`src/rtl/keypad_scanner.sv`:
```
// Scanned 4x4 active-low keypad reader with frame debounce and ghost rejection.
// Define KEYPAD_REPEAT_EN to re-emit a held key every REPEAT_FRAMES frames.
module keypad_scanner #(
  parameter int SCAN_DIV      = 1024,
  parameter int DEBOUNCE_CNT  = 4,
  parameter int REPEAT_FRAMES = 64
) (
  input  logic       clk,
  input  logic       rst,
  input  logic [3:0] row,
  output logic [3:0] col,
  output logic [3:0] key_code,
  output logic       key_valid,
  input  logic       key_ready,
  output logic       key_held,
  output logic       overrun
);

  localparam int DW = (SCAN_DIV > 1) ? $clog2(SCAN_DIV) : 1;
  localparam logic [DW-1:0] DIV_MAX = DW'(SCAN_DIV - 1);
  localparam logic [3:0] DB = 4'(DEBOUNCE_CNT);

  typedef enum logic [1:0] {
    S_IDLE,
    S_DEB,
    S_PRESS,
    S_REL
  } state_t;

  logic [3:0]    r_sync1, r_sync2;
  logic [DW-1:0] r_div;
  logic [1:0]    r_col_idx;
  logic [3:0]    r_col;
  logic [1:0]    r_acc_n;
  logic [3:0]    r_acc_code;
  logic          r_frm_ev, r_frm_one;
  logic [3:0]    r_frm_code;
  state_t        r_state;
  logic [3:0]    r_cand, r_cnt, r_rcnt;
  logic          r_held;
  logic [3:0]    r_code;
  logic          r_valid, r_ovr;

  logic       w_tick;
  logic [1:0] w_idx_nxt;
  logic [3:0] w_closed;
  logic [2:0] w_pop, w_sum;
  logic [1:0] w_tot, w_row_idx;
  logic [3:0] w_code_n;

  assign w_tick    = (r_div == DIV_MAX);
  assign w_idx_nxt = r_col_idx + 2'd1;
  assign w_closed  = ~r_sync2;
  assign w_pop     = {2'b0, w_closed[0]} + {2'b0, w_closed[1]}
                   + {2'b0, w_closed[2]} + {2'b0, w_closed[3]};
  assign w_sum     = {1'b0, r_acc_n} + w_pop;
  // switch count saturates at 2: anything beyond one key is ghosting
  assign w_tot     = (w_sum > 3'd1) ? 2'd2 : w_sum[1:0];
  assign w_row_idx = {w_closed[3] | w_closed[2], w_closed[3] | w_closed[1]};
  assign w_code_n  = (w_pop == 3'd1) ? {r_col_idx, w_row_idx} : r_acc_code;

  always_ff @(posedge clk) begin
    if (rst) begin
      r_sync1    <= 4'hF;
      r_sync2    <= 4'hF;
      r_div      <= '0;
      r_col_idx  <= 2'd0;
      r_col      <= 4'b1110;
      r_acc_n    <= 2'd0;
      r_acc_code <= 4'd0;
      r_frm_ev   <= 1'b0;
      r_frm_one  <= 1'b0;
      r_frm_code <= 4'd0;
    end else begin
      r_sync1  <= row;
      r_sync2  <= r_sync1;
      r_frm_ev <= 1'b0;
      if (w_tick) begin
        r_div     <= '0;
        r_col_idx <= w_idx_nxt;
        r_col     <= ~(4'b0001 << w_idx_nxt);
        if (r_col_idx == 2'd3) begin
          r_frm_ev   <= 1'b1;
          r_frm_one  <= (w_tot == 2'd1);
          r_frm_code <= w_code_n;
          r_acc_n    <= 2'd0;
        end else begin
          r_acc_n    <= w_tot;
          r_acc_code <= w_code_n;
        end
      end else begin
        r_div <= r_div + 1'b1;
      end
    end
  end

  logic       w_match, w_emit, w_rep_hit, w_emit_all;
  state_t     w_nxt;
  logic [3:0] w_cand_n, w_cnt_n, w_rcnt_n;

  assign w_match = r_frm_one && (r_frm_code == r_cand);

  always_comb begin
    w_nxt    = r_state;
    w_emit   = 1'b0;
    w_cand_n = r_cand;
    w_cnt_n  = r_cnt;
    w_rcnt_n = r_rcnt;
    if (r_frm_ev) begin
      unique case (r_state)
        S_IDLE: begin
          if (r_frm_one) begin
            w_cand_n = r_frm_code;
            w_cnt_n  = 4'd1;
            if (DB == 4'd1) begin
              w_nxt  = S_PRESS;
              w_emit = 1'b1;
            end else begin
              w_nxt  = S_DEB;
            end
          end
        end
        S_DEB: begin
          if (w_match) begin
            w_cnt_n = (r_cnt == 4'hF) ? r_cnt : r_cnt + 4'd1;
            if (w_cnt_n >= DB) begin
              w_nxt  = S_PRESS;
              w_emit = 1'b1;
            end
          end else begin
            w_nxt = S_IDLE;
          end
        end
        S_PRESS: begin
          if (!w_match) begin
            w_rcnt_n = 4'd1;
            w_nxt    = (DB == 4'd1) ? S_IDLE : S_REL;
          end
        end
        S_REL: begin
          if (w_match) begin
            w_nxt = S_PRESS;
          end else begin
            w_rcnt_n = (r_rcnt == 4'hF) ? r_rcnt : r_rcnt + 4'd1;
            if (w_rcnt_n >= DB) w_nxt = S_IDLE;
          end
        end
      endcase
    end
  end

`ifdef KEYPAD_REPEAT_EN
  logic [15:0] r_rep;
  assign w_rep_hit = r_frm_ev && (r_state == S_PRESS) && w_match
                  && (r_rep == 16'(REPEAT_FRAMES - 1));

  // only consecutive stay-in-PRESSED frames advance the repeat count
  always_ff @(posedge clk) begin
    if (rst) begin
      r_rep <= 16'd0;
    end else if (r_frm_ev) begin
      if ((r_state == S_PRESS) && w_match)
        r_rep <= w_rep_hit ? 16'd0 : r_rep + 16'd1;
      else
        r_rep <= 16'd0;
    end
  end
`else
  logic [15:0] w_unused_rep;
  assign w_unused_rep = 16'(REPEAT_FRAMES);
  assign w_rep_hit    = 1'b0;
`endif

  assign w_emit_all = w_emit | w_rep_hit;

  always_ff @(posedge clk) begin
    if (rst) begin
      r_state <= S_IDLE;
      r_cand  <= 4'd0;
      r_cnt   <= 4'd0;
      r_rcnt  <= 4'd0;
      r_held  <= 1'b0;
      r_code  <= 4'd0;
      r_valid <= 1'b0;
      r_ovr   <= 1'b0;
    end else begin
      r_state <= w_nxt;
      r_cand  <= w_cand_n;
      r_cnt   <= w_cnt_n;
      r_rcnt  <= w_rcnt_n;
      r_held  <= (w_nxt == S_PRESS) || (w_nxt == S_REL);
      if (r_valid && key_ready) begin
        if (w_emit_all) r_code <= w_cand_n;
        r_valid <= w_emit_all;
      end else if (w_emit_all) begin
        if (r_valid) begin
          r_ovr <= 1'b1;
        end else begin
          r_code  <= w_cand_n;
          r_valid <= 1'b1;
        end
      end
    end
  end

  assign col       = r_col;
  assign key_code  = r_code;
  assign key_valid = r_valid;
  assign key_held  = r_held;
  assign overrun   = r_ovr;

endmodule
```
`config.mk`:
```
export PLATFORM = sky130hd
export DESIGN_NAME = keypad_scanner
export DESIGN_NICKNAME = d
export VERILOG_FILES = /design/src/rtl/keypad_scanner.sv
export SDC_FILE = /design/constraint.sdc
export NUM_CORES = 1
export LEC_CHECK = 0
export ABC_CLOCK_PERIOD_IN_PS = 8000
export BUFFER_PORTS_ARGS = -buffer_cell sky130_fd_sc_hd__buf_2
export CAP_MARGIN = 20
export CORE_ASPECT_RATIO = 0.5
export CORE_MARGIN = 4
export CORE_UTILIZATION = 64
export DETAILED_ROUTE_END_ITERATION = 10
export MAX_ROUTING_LAYER = met4
export PLACE_DENSITY_LB_ADDON = 0.08
export SETUP_SLACK_MARGIN = 0.5
export SYNTH_ARGS = -nofsm -noshare
export SYNTH_HDL_FRONTEND = slang
export SYNTH_SLANG_ARGS = --single-unit
```
`constraint.sdc`:
```
create_clock -name clk -period 8 [get_ports clk]
set_input_delay 2 -clock clk [delete_from_list [all_inputs] [get_ports clk]]
set_output_delay 2 -clock clk [all_outputs]
set_load 0.02 [all_outputs]
```
* After elaboration in Yosys (flattened, before gate mapping)
Index checks and enable logic that the tools add are counted.
Word-level totals: register bits after elaboration 57, bits of input ports 7, output and inout port bits 11, word-level logic and storage cells 102
Operators by class: add/sub/neg operators 8, $lt $le $gt $ge 3, equality and inequality tests 17, shifts and indexed selects 1, mux-type cells 33, bitwise logic cells 7, reduce and logical (&&, ||, !) cells 15
Operators with widths (number):
- 4-bit two-way mux | 14
- 2-bit two-way mux | 9
- 4-bit case mux with 2 select lines | 2
- 10-bit by 1-bit adder with 10-bit output, second input constant | 1
- 10-bit == test, second input constant | 1
- 2-bit == test, second input constant | 5
- 4-bit by 1-bit adder with 4-bit output, second input constant | 2
- 4-bit == test, second input constant | 2
- 4-bit by 3-bit >= comparator with 1-bit output, second input constant | 2
- 2-bit inequality test, second input constant | 4
- 4-bit NOT | 2
- 2-bit case mux with 4 select lines | 1
- 4-bit AND reduction | 2
- 1-bit two-way mux | 7
- 2-bit AND reduction | 3
- 2-bit nonzero test | 3
- 2-bit by 1-bit == test with 1-bit output, second input constant | 2
- 4-bit == test | 1
- 2-bit OR reduction | 2
- 1-bit by 2-bit left shift with 4-bit output, first input constant | 1
- 2-bit by 1-bit adder with 3-bit output | 1
- 2-bit by 3-bit adder with 3-bit output | 1
- 3-bit by 1-bit adder with 3-bit output | 1
- 3-bit by 1-bit == test with 1-bit output, second input constant | 1
- other kinds (10) | 14

* Depth between registers and ports, before layout
Gate-level depths: netlist of run 1.
word-level depth 9, gate-level depth with buffers 10, depth with buffers taken out 10

* Worst setup path before layout of run 1
Ideal clock, no wire load.
path type input-to-reg, start in key_ready, end reg r_code[0] (netlist: key_code[0]), library setup time 121 ps, arrival time 2669 ps, required time 7879 ps, path slack 5210 ps, cell stages on the path 3, buffers on the path 0, path through nor2b_1 nand2b_1 mux2_2
Between the ends: word-level cells in the longest chain between the ends 3, elaborated cells on any way between the ends 4, classes of those cells eq/ne: 1; mux: 1; reduce/logical: 2
Ends and longest elaborated chain:
- from (decl) | RTL line 14 | input logic key_ready,
- 1-bit logical AND * | RTL line 192 | if (r_valid && key_ready) begin
- 2-bit by 1-bit inequality test with 1-bit output (no line)
- 2-bit AND reduction (no line)
- to (signal assigned) | RTL line 193 | if (w_emit_all) r_code <= w_cand_n;
- to (signal assigned) | RTL line 199 | r_code <= w_cand_n;
- to (decl) | RTL line 41 | logic [3:0] r_code;
Mark *: on every way between the ends. The rest lies on a longest branch, timed or not. A chain may end at the register's enable or synchronous reset.

==> impl_metrics.json, run 1 <==
{
  "slowest_delay_ns": 0.64,
  "cts.sinks": 57,
  "gp_congestion": 0.8187,
  "swShare_pct": 21.14,
  "dieWidth_um": 98.27,
  "syn_area_um2": 2608,
  "p_switching_mw": 0.1151,
  "grt_pass1_vias": 1876,
  "antenna_found_initial": 0,
  "setup_viol": 0,
  "ys_types": 49,
  "fill_cells": 312,
  "dr.pass1.iters": 4,
  "hpwl_um": 3205,
  "crit_type": "input port to flop",
  "cts_max_path_buffers": 2,
  "port_buffers": 17,
  "synth_seq_cells": 57,
  "grt_usage_pct": 20.33,
  "multi_input_area_um2": 1371,
  "hold_buffers": 0,
  "slew_violations": 0,
  "synth_top_area_share_pct": 43.76,
  "fin_setup_tns_ns": 0,
  "grt-ovfl-total": 0,
  "syn-num-nets": 307,
  "synth-main-ff-cell": "dfxtp_1",
  "path_cells": "buf_2, a21oi_1, mux2_2",
  "cp_max_fo": 50,
  "rsz0062_at_grt": "false",
  "min_period_ns": 2.892,
  "end_kind": "flop",
  "period_share_pct": 36.15,
  "netlist_instances": 287,
  "leakagePower_nw": 1.150,
  "clock_latency_ns": 0.32,
  "arrival_ns": 3.10,
  "fmaxAchievable_ghz": 0.3458,
  "grt_max_degree": 51,
  "post_cts_resized": 0,
  "area_delta_synth_final_pct": 10.41,
  "dieHeight_um": 53.14,
  "wl_per_cell_um": 12.68,
  "required_ns": 8.21,
  "grt_first_pass_wirelength_um": 8114,
  "drt-total-wl_um": 4579,
  "relSlewSlack_pct": 41.52,
  "comb_power_share_pct": 3.5,
  "fin_skew_ns": 0.006405,
  "root_buffer": "clkbuf_8",
  "rows": 16,
  "final_nets": 323,
  "hp-class": "flop to flop",
  "path_buf_inv": 1,
  "async_flop_share_pct": 0,
  "setup_ws_ns": 5.108,
  "hold_viol": 0,
  "route.vias.total": 1956,
  "htree_levels": 3,
  "cp_top_family": "buffers and inverters",
  "antenna_cells": 0,
  "ant_nets": 0,
  "p_int_mw": 0.4291,
  "max_cap_viol_count": 0,
  "drc_errors": 0,
  "start_util_pct": 66.79,
  "synth_area_leaders": "dfxtp_1, ha_1, nor2_1",
  "ys_top_cells_by_count": "dfxtp_1, nor2_1, nand2_1",
  "cts_buffers": 9,
  "ioPinCount": 18,
  "cts_setup_buffers": 0,
  "peakVddDrop_mv": 0.1914,
  "synth.largest_area_cell": "dfxtp_1",
  "routed_via_density": 5.418,
  "regArea_um2": 1141,
  "setup.worst_path.start_class": "input port",
  "avgSynthCellArea_um2": 9.085,
  "drive_above_1_share_pct": 16.94,
  "coreArea_um2": 3904,
  "die-area_um2": 5222,
  "pre_cts_slack_ns": 4.766,
  "ys_seq_area_share_pct": 43.76,
  "pwr-share-clk_pct": 43.4,
  "status": "finished clean",
  "synth_edf_count": 0,
  "clkSlewWorstSetupHoldPaths_ns": 0.06,
  "powerDensity_nw_per_um2": 189.0,
  "p_seq_share_pct": 53.1,
  "drt_iter0_markers": 98,
  "synth_warnings": 0,
  "worst_pin_slew_ns": 0.8753,
  "cts_tree": "built",
  "synth_most_common_cell": "dfxtp_1",
  "critPathSlowestCell": "buf_2"
}
layout by cell type (no fill, tap or decap), types with 4 or more instances in the layout:
cell type	n
buf_2	17
a211oi_1	6
o21ai_0	10
or2_2	8
nor2b_1	6
nand3_1	7
xor2_1	4
dfxtp_1	57
mux2_2	4
a21oi_1	26
ha_1	11
mux2i_1	7
clkbuf_8	12
nor3_1	4
nand2_1	27
xnor2_1	9
nor2_1	35
inv_1	9
per-stage QoR:
step | util (%) | hold WS (ns) | power [mW] | std cells | cell area (um2)
finish | 73.75 | 0.4082 | 0.5442 | 361 | 2879
global route | 73.75 | 0.4208 | 0.5667 | 361 | 2879
CTS | 73.75 | 0.4108 | 0.5519 | 361 | 2879
detailed placement | 69.13 | 0.3978 | 0.3142 | 346 | 2699
global placement | 69.13 | 0.3928 | 0.3134 | 346 | 2699
floorplan | - | 0.3895 | 0.3097 | 287 | 2608
cell families (layout without fill, tap and decap cells):
| kind of cell | Yosys count | in the layout | share of synthesized area (%) |
|---|---|---|---|
| buf+inv | 21 | 41 | 3.646 |
| xor+xnor | 13 | 13 | 4.367 |
| flops | 57 | 57 | 43.76 |
| compound gates | 60 | 60 | 14.25 |
| fa+ha+maj | 13 | 13 | 6.814 |
| mux | 11 | 11 | 4.415 |
| simple gates | 112 | 112 | 22.75 |
final cells by class:
type                            count  area share, %
Tap cell                           54          2.347
Inverter                            9          1.173
Timing Repair Buffer               17          2.955
Sequential cell                    57          39.63
Clock inverter                      3         0.5215
Clock buffer                       12          5.737
Multi-Input combinational cell    209          47.63
sequential cells by signal, indices dropped and copies added (netlist names):
register,cells
r_acc_n,2
col,4
key_code,4
r_sync2,4
r_div,10
r_frm_code,4
r_sync1,4
r_rcnt,4
r_acc_code,4
key_valid,1
key_held,1
r_frm_one,1
r_cnt,4
r_state,2
r_cand,4
r_col_idx,2
r_frm_ev,1
overrun,1
per-layer routing:
metal / part of all wire, % / vias up / global-route usage [%]
met3: 4.7 / 4 / 7.500
met2: 47 / 35 / 33.78
met1: 48 / 895 / 23.61
li1: - / 1022 / -
met4: 0.48 / 0 / 6.122
met5: 0 / - / -
worst paths after layout:
kind,from,end,slack [ns],depth (start not counted)
max,rst,key_code[0],5.11,3
min,r_sync1[2],r_sync2[2],0.41,1
max reg2reg,r_sync2[3],r_acc_code[3],5.18,8
min reg2reg,r_sync1[2],r_sync2[2],0.41,1
worst register-to-register path: cells and delay by family (launching register included):
kind                     cells  cell delay (ns)
AND/OR/NAND/NOR              3             1.12
buffers and inverters        1             0.06
flip-flops                   1             0.35
multiplexers                 1             0.21
adder cells (fa/ha/maj)      3             0.93
power by group through the flow:
stage          logic, mW  registers [mW]  clock network [mW]
4_1_cts           0.0192           0.289               0.244
3_5_place_dp      0.0191           0.295                   0
3_3_place_gp      0.0184           0.295                   0
2_1_floorplan     0.0149           0.295                   0
5_1_grt           0.0217           0.289               0.256
6_report          0.0190           0.289               0.236
Note: power is estimated with default switching activity, not from simulation.
==> run 2: changes to the inputs <==
- ABC_CLOCK_PERIOD_IN_PS: 8000 -> 2300
- CORE_UTILIZATION: 64 -> 53
- clock period: 8 -> 2.3 ns (I/O delays scaled with it)
==> run 2 against run 1 <==
- worst hold slack improved by 0.0017 ns
- cell count rose by 9.1%
- clock skew rose by 0.0056 ns
- via count rose by 7.6%
- sequential power rose to 3.5 times the previous value
- critical path depth rose by 6
- combinational power rose to 7.1 times the previous value
- die area rose by 18%
- wire length rose by 20%
- critical path type is now flop to flop
- largest power group unchanged
- highest routed layer unchanged
==> impl_metrics.json, run 2 (synthesis gave the netlist of run 1 again) <==
{
  "fin_skew_ns": 0.01197,
  "dr.pass1.iters": 4,
  "largest_register": "r_div",
  "clkSlewWorstSetupHoldPaths_ns": 0.07,
  "comb_power_share_pct": 6.6,
  "hpwl_um": 3290,
  "path_buf_inv": 1,
  "min_period_ns": 2.294,
  "port_buffers": 17,
  "clock_latency_ns": 0.34,
  "worst_pin_slew_ns": 0.4998,
  "relSlewSlack_pct": 66.68,
  "wl_met1_um": 2429,
  "hold_buffers": 0,
  "p_seq_share_pct": 49.4,
  "gp_congestion": 0.8476,
  "grt_pass1_vias": 2015,
  "rsz0062_at_grt": "true",
  "hold_depth": 2,
  "critPathSlowestCell": "fa_1",
  "htree_levels": 3,
  "crit_type": "flop to flop",
  "grt_max_degree": 26,
  "rows": 17,
  "met3WireLength_um": 203,
  "area_delta_synth_final_pct": 26.87,
  "start_util_pct": 57.02,
  "grt_first_pass_wirelength_um": 8776,
  "fin_setup_tns_ns": 0,
  "path_cells": "inv_2, fa_1, ha_4, ha_4, fa_2, nor2_4, nor3_2, a21oi_1, nor2_1",
  "cts_max_path_buffers": 2,
  "final_nets": 343,
  "drt_iter0_markers": 87,
  "antenna_found_initial": 0,
  "drc_errors": 0,
  "slowest_delay_ns": 0.51,
  "root_buffer": "clkbuf_8",
  "place_inst": 364,
  "coreArea_um2": 4573,
  "ant_nets": 0,
  "cts_buffers": 9,
  "max_cap_viol_count": 0,
  "dr.max_layer_used": "met4",
  "ioPinCount": 18,
  "slew_violations": 0,
  "leakagePower_nw": 1.271,
  "layout.cells.most_common": "dfxtp_1",
  "required_ns": 2.53,
  "peakVddDrop_mv": 0.4761,
  "reg2reg_depth": 9,
  "pwr-share-clk_pct": 44.0,
  "grt-ovfl-total": 0,
  "hold-worst-slack_ns": 0.4099,
  "end_kind": "flop",
  "setup_viol": 0,
  "grt_usage_pct": 19.00,
  "drt-total-wl_um": 5503,
  "dieHeight_um": 57.60,
  "period_share_pct": 99.76,
  "drive_above_1_share_pct": 35.06,
  "fin_cells": 394,
  "powerDensity_nw_per_um2": 615.2,
  "status": "finished clean",
  "die-area_um2": 6174,
  "hp-class": "input port to flop",
  "swShare_pct": 22.68,
  "cp_num_cells": 9,
  "cp_top_family": "adder cells",
  "crit_top_cell": "ha_4",
  "wl_per_cell_um": 13.97,
  "routed-wl-met2_um": 2745,
  "dieWidth_um": 107.2,
  "p_switching_mw": 0.4615,
  "hold_viol": 0,
  "cts.sinks": 57,
  "setup.worst_path.start_class": "flop",
  "fill_cells": 326,
  "route.vias.total": 2104,
  "arrival_ns": 2.52,
  "cts_tree": "built",
  "antenna_cells": 0,
  "p_int_mw": 1.573,
  "mostFrequentLayoutCells": "dfxtp_1, nor2_1, nand2_1",
  "fmaxAchievable_ghz": 0.4358,
  "largest_reg_flops": 10,
  "routed_via_density": 5.340,
  "cp_max_fo": 3
}
run 2: changes by cell type in the layout (fill, tap and decap cells not counted), moves of 4 or more:
cell / before / now
a21oi_1: 26 / 22
a21oi_2: 0 / 4
buf_4: 0 / 16
buf_6: 0 / 4
dfxtp_1: 57 / 47
dfxtp_2: 0 / 7
ha_1: 11 / 6
ha_4: 0 / 5
nor2_1: 35 / 31
run 2: routing by layer:
metal / GRT usage [%] / vias to the layer above
met5: - / -
met3: 7.571 / 14
met4: 8.925 / 0
met1: 20.59 / 990
li1: - / 1071
met2: 30.84 / 29
run 2: final cells by class:
type	count	area (um2)	share of cell area (%)
multi-input cells	209	1588	48.00
flip-flops and latches	57	1161	35.10
clock buffers	14	182.7	5.522
clock inverters	2	10.01	0.3026
well taps	66	82.58	2.496
inverters	9	33.78	1.021
repair buffers	37	250.2	7.564
run 2: timing repair:
item                                    4_1_cts  5_1_grt
endpoints found under the setup margin       21       24
gates resized for setup                      20       33
buffers inserted                              9        5
pin swaps                                    12       14
run 2: path summary, 6_finish.rpt:
| check | start | end | slack (ns) |
|---|---|---|---|
| min | row[3] | r_sync1[3] | 0.41 |
| min reg2reg | r_sync1[0] | r_sync2[0] | 0.41 |
| max reg2reg | r_sync2[0] | r_acc_n[1] | 0.006 |
| max | r_sync2[0] | r_acc_n[1] | 0.006 |
run 2: metrics by stage:
step	util [%]	area, um2	total power [mW]	setup slack, ns
after floorplan	-	2648	1.084	0.06456
after global placement	61.20	2799	1.110	0.02694
after detailed placement	61.20	2799	1.112	-0.03192
after CTS	68.76	3144	2.034	0.02174
after global routing	72.34	3308	2.115	-0.05414
final	72.34	3308	2.035	0.005624
run 2: power by group through the flow:
stage / Sequential (mW) / Combinational (mW) / Clock (mW)
2_1_floorplan: 1.03 / 0.0584 / 0
3_3_place_gp: 1.03 / 0.0832 / 0
3_5_place_dp: 1.03 / 0.0847 / 0
4_1_cts: 1.00 / 0.117 / 0.913
5_1_grt: 1.01 / 0.148 / 0.961
6_report: 1.01 / 0.135 / 0.895
run 2: worst reg2reg max path: stages, from the launching register on:
cell	delay [ns]
dfxtp_2	0.32
inv_2	0.03
fa_1	0.51
ha_4	0.19
ha_4	0.29
fa_2	0.46
nor2_4	0.14
nor3_2	0.05
a21oi_1	0.15
nor2_1	0.05
==> run 3: changes to the inputs <==
- GPL_TIMING_DRIVEN: not set -> 0
==> run 3 against run 2 <==
- the run now ends with setup timing left
- non-clock buffer count shrank 1
- sequential cell count is the same
- combinational power shrank 4%
- utilization grew 0.33 points
- worst setup slack lost 0.051 ns
- wire length grew 0.58%
- first-iteration DRC count shrank 15%
- critical path depth is the same
==> impl_metrics.json, run 3 (synthesis gave the netlist of run 1 again) <==
{
  "hp-class": "flop to flop",
  "min_period_ns": 2.346,
  "period_share_pct": 102.0,
  "ant_nets": 0,
  "fin_setup_tns_ns": -0.08123,
  "hold-worst-slack_ns": 0.3998,
  "cts_buffers": 9,
  "drt-total-wl_um": 5535,
  "layout.cells.most_common": "dfxtp_1",
  "start_util_pct": 57.02,
  "hpwl_um": 3633,
  "drc_errors": 0,
  "relSlewSlack_pct": 60.12,
  "fmaxAchievable_ghz": 0.4263,
  "wl_per_cell_um": 14.08,
  "largest_reg_flops": 10,
  "drt_iter0_markers": 74,
  "grt_first_pass_wirelength_um": 9059,
  "rsz0062_at_grt": "true",
  "setup.worst_path.start_class": "flop",
  "grt_usage_pct": 19.31,
  "slew_violations": 0,
  "peakVddDrop_mv": 0.5975,
  "cp_max_fo": 3,
  "crit_type": "flop to flop",
  "status": "finished, violations left",
  "route.vias.total": 2129,
  "fin_skew_ns": 0.01254,
  "antenna_found_initial": 0,
  "required_ns": 2.51,
  "grt-ovfl-total": 0,
  "ioPinCount": 18,
  "pre_cts_slack_ns": -0.1015,
  "dieWidth_um": 107.2,
  "hold_buffers": 0,
  "cts.sinks": 57,
  "cts_max_path_buffers": 2,
  "antenna_cells": 0,
  "grt_pass1_vias": 2001,
  "routed_via_density": 5.417,
  "dr.pass1.iters": 4,
  "leakagePower_nw": 1.286,
  "max_cap_viol_count": 0,
  "drive_above_1_share_pct": 29.05,
  "powerDensity_nw_per_um2": 728.6,
  "arrival_ns": 2.56,
  "grt_max_degree": 11,
  "dieHeight_um": 57.60,
  "port_buffers": 17,
  "area_delta_synth_final_pct": 27.45,
  "cts_tree": "built",
  "setup_viol": 2,
  "largest_register": "r_div",
  "setup_ws_ns": -0.04585,
  "end_kind": "flop",
  "finish.utilization_pct": 72.67,
  "violations": "setup timing",
  "gp_congestion": 0.9245,
  "rows": 17,
  "reg2reg_slack_ns": -0.05,
  "die-area_um2": 6174,
  "coreArea_um2": 4573,
  "htree_levels": 3,
  "clock_latency_ns": 0.34,
  "worst_pin_slew_ns": 0.5982,
  "root_buffer": "clkbuf_8",
  "hold_viol": 0,
  "clkSlewWorstSetupHoldPaths_ns": 0.07,
  "mostFrequentLayoutCells": "dfxtp_1, nor2_1, nand2_1",
  "final_nets": 342
}
## run 3: cell types whose count changed in the layout (fill, tap and decap cells not counted), sizes merged
cell    change
buf        -10
bufinv      +4
clkbuf      +6
clkinv      -1
## run 3: final cells by class
type	instances	area, um2
plain buffers	12	65.06
clock buffers	11	151.4
clock inverters	5	125.1
fillers	339	1250
inverters	9	33.78
multi-input cells	209	1563
flip-flops and latches	57	1154
well taps	66	82.58
repair buffers	24	148.9
## run 3: metal layers
layer | global-route usage, % | share of wire (%) | vias up
met4 | 6.011 | 0.38 | 0
met1 | 23.03 | 45 | 1004
met3 | 7.345 | 6.0 | 4
met2 | 30.40 | 49 | 50
li1 | - | - | 1071
met5 | - | 0 | -
## run 3: final timing paths
path                   start          to  cells after the start
hold / removal    r_sync1[1]  r_sync2[1]                      1
setup / recovery  r_sync2[3]  r_acc_n[1]                      9
hold reg to reg   r_sync1[1]  r_sync2[1]                      1
setup reg to reg  r_sync2[3]  r_acc_n[1]                      9
## run 3: worst max-delay path, stage by stage (launching register included)
cell and delay (ns):
dfxtp_2 0.34, inv_2 0.04, fa_1 0.51, ha_4 0.19, ha_4 0.29, fa_2 0.47
nor2_4 0.15, nor3_1 0.05, a21oi_1 0.14, nor2_1 0.05
## run 3: per-stage QoR
stage | instance area (um2) | std cells | total power, mW
6_report | 3323 | 393 | 2.421
5_1_grt | 3323 | 393 | 2.496
4_1_cts | 3171 | 390 | 2.413
3_5_place_dp | 2815 | 370 | 1.107
3_3_place_gp | 2815 | 370 | 1.105
2_1_floorplan | 2648 | 287 | 1.084
## run 3: where the power goes
part	total, mW	internal (mW)	switching [mW]	leakage [nW]
clock network	1.29	0.887	0.399	0.140
registers	1.01	0.997	0.00816	0.463
logic	0.130	0.0654	0.0647	0.684
## run 3: timing repair
item,in CTS,in global routing
pin swaps,8,8
endpoints found under the setup margin,24,32
gates cloned,0,0
buffers inserted,4,3
gates resized for setup,12,32
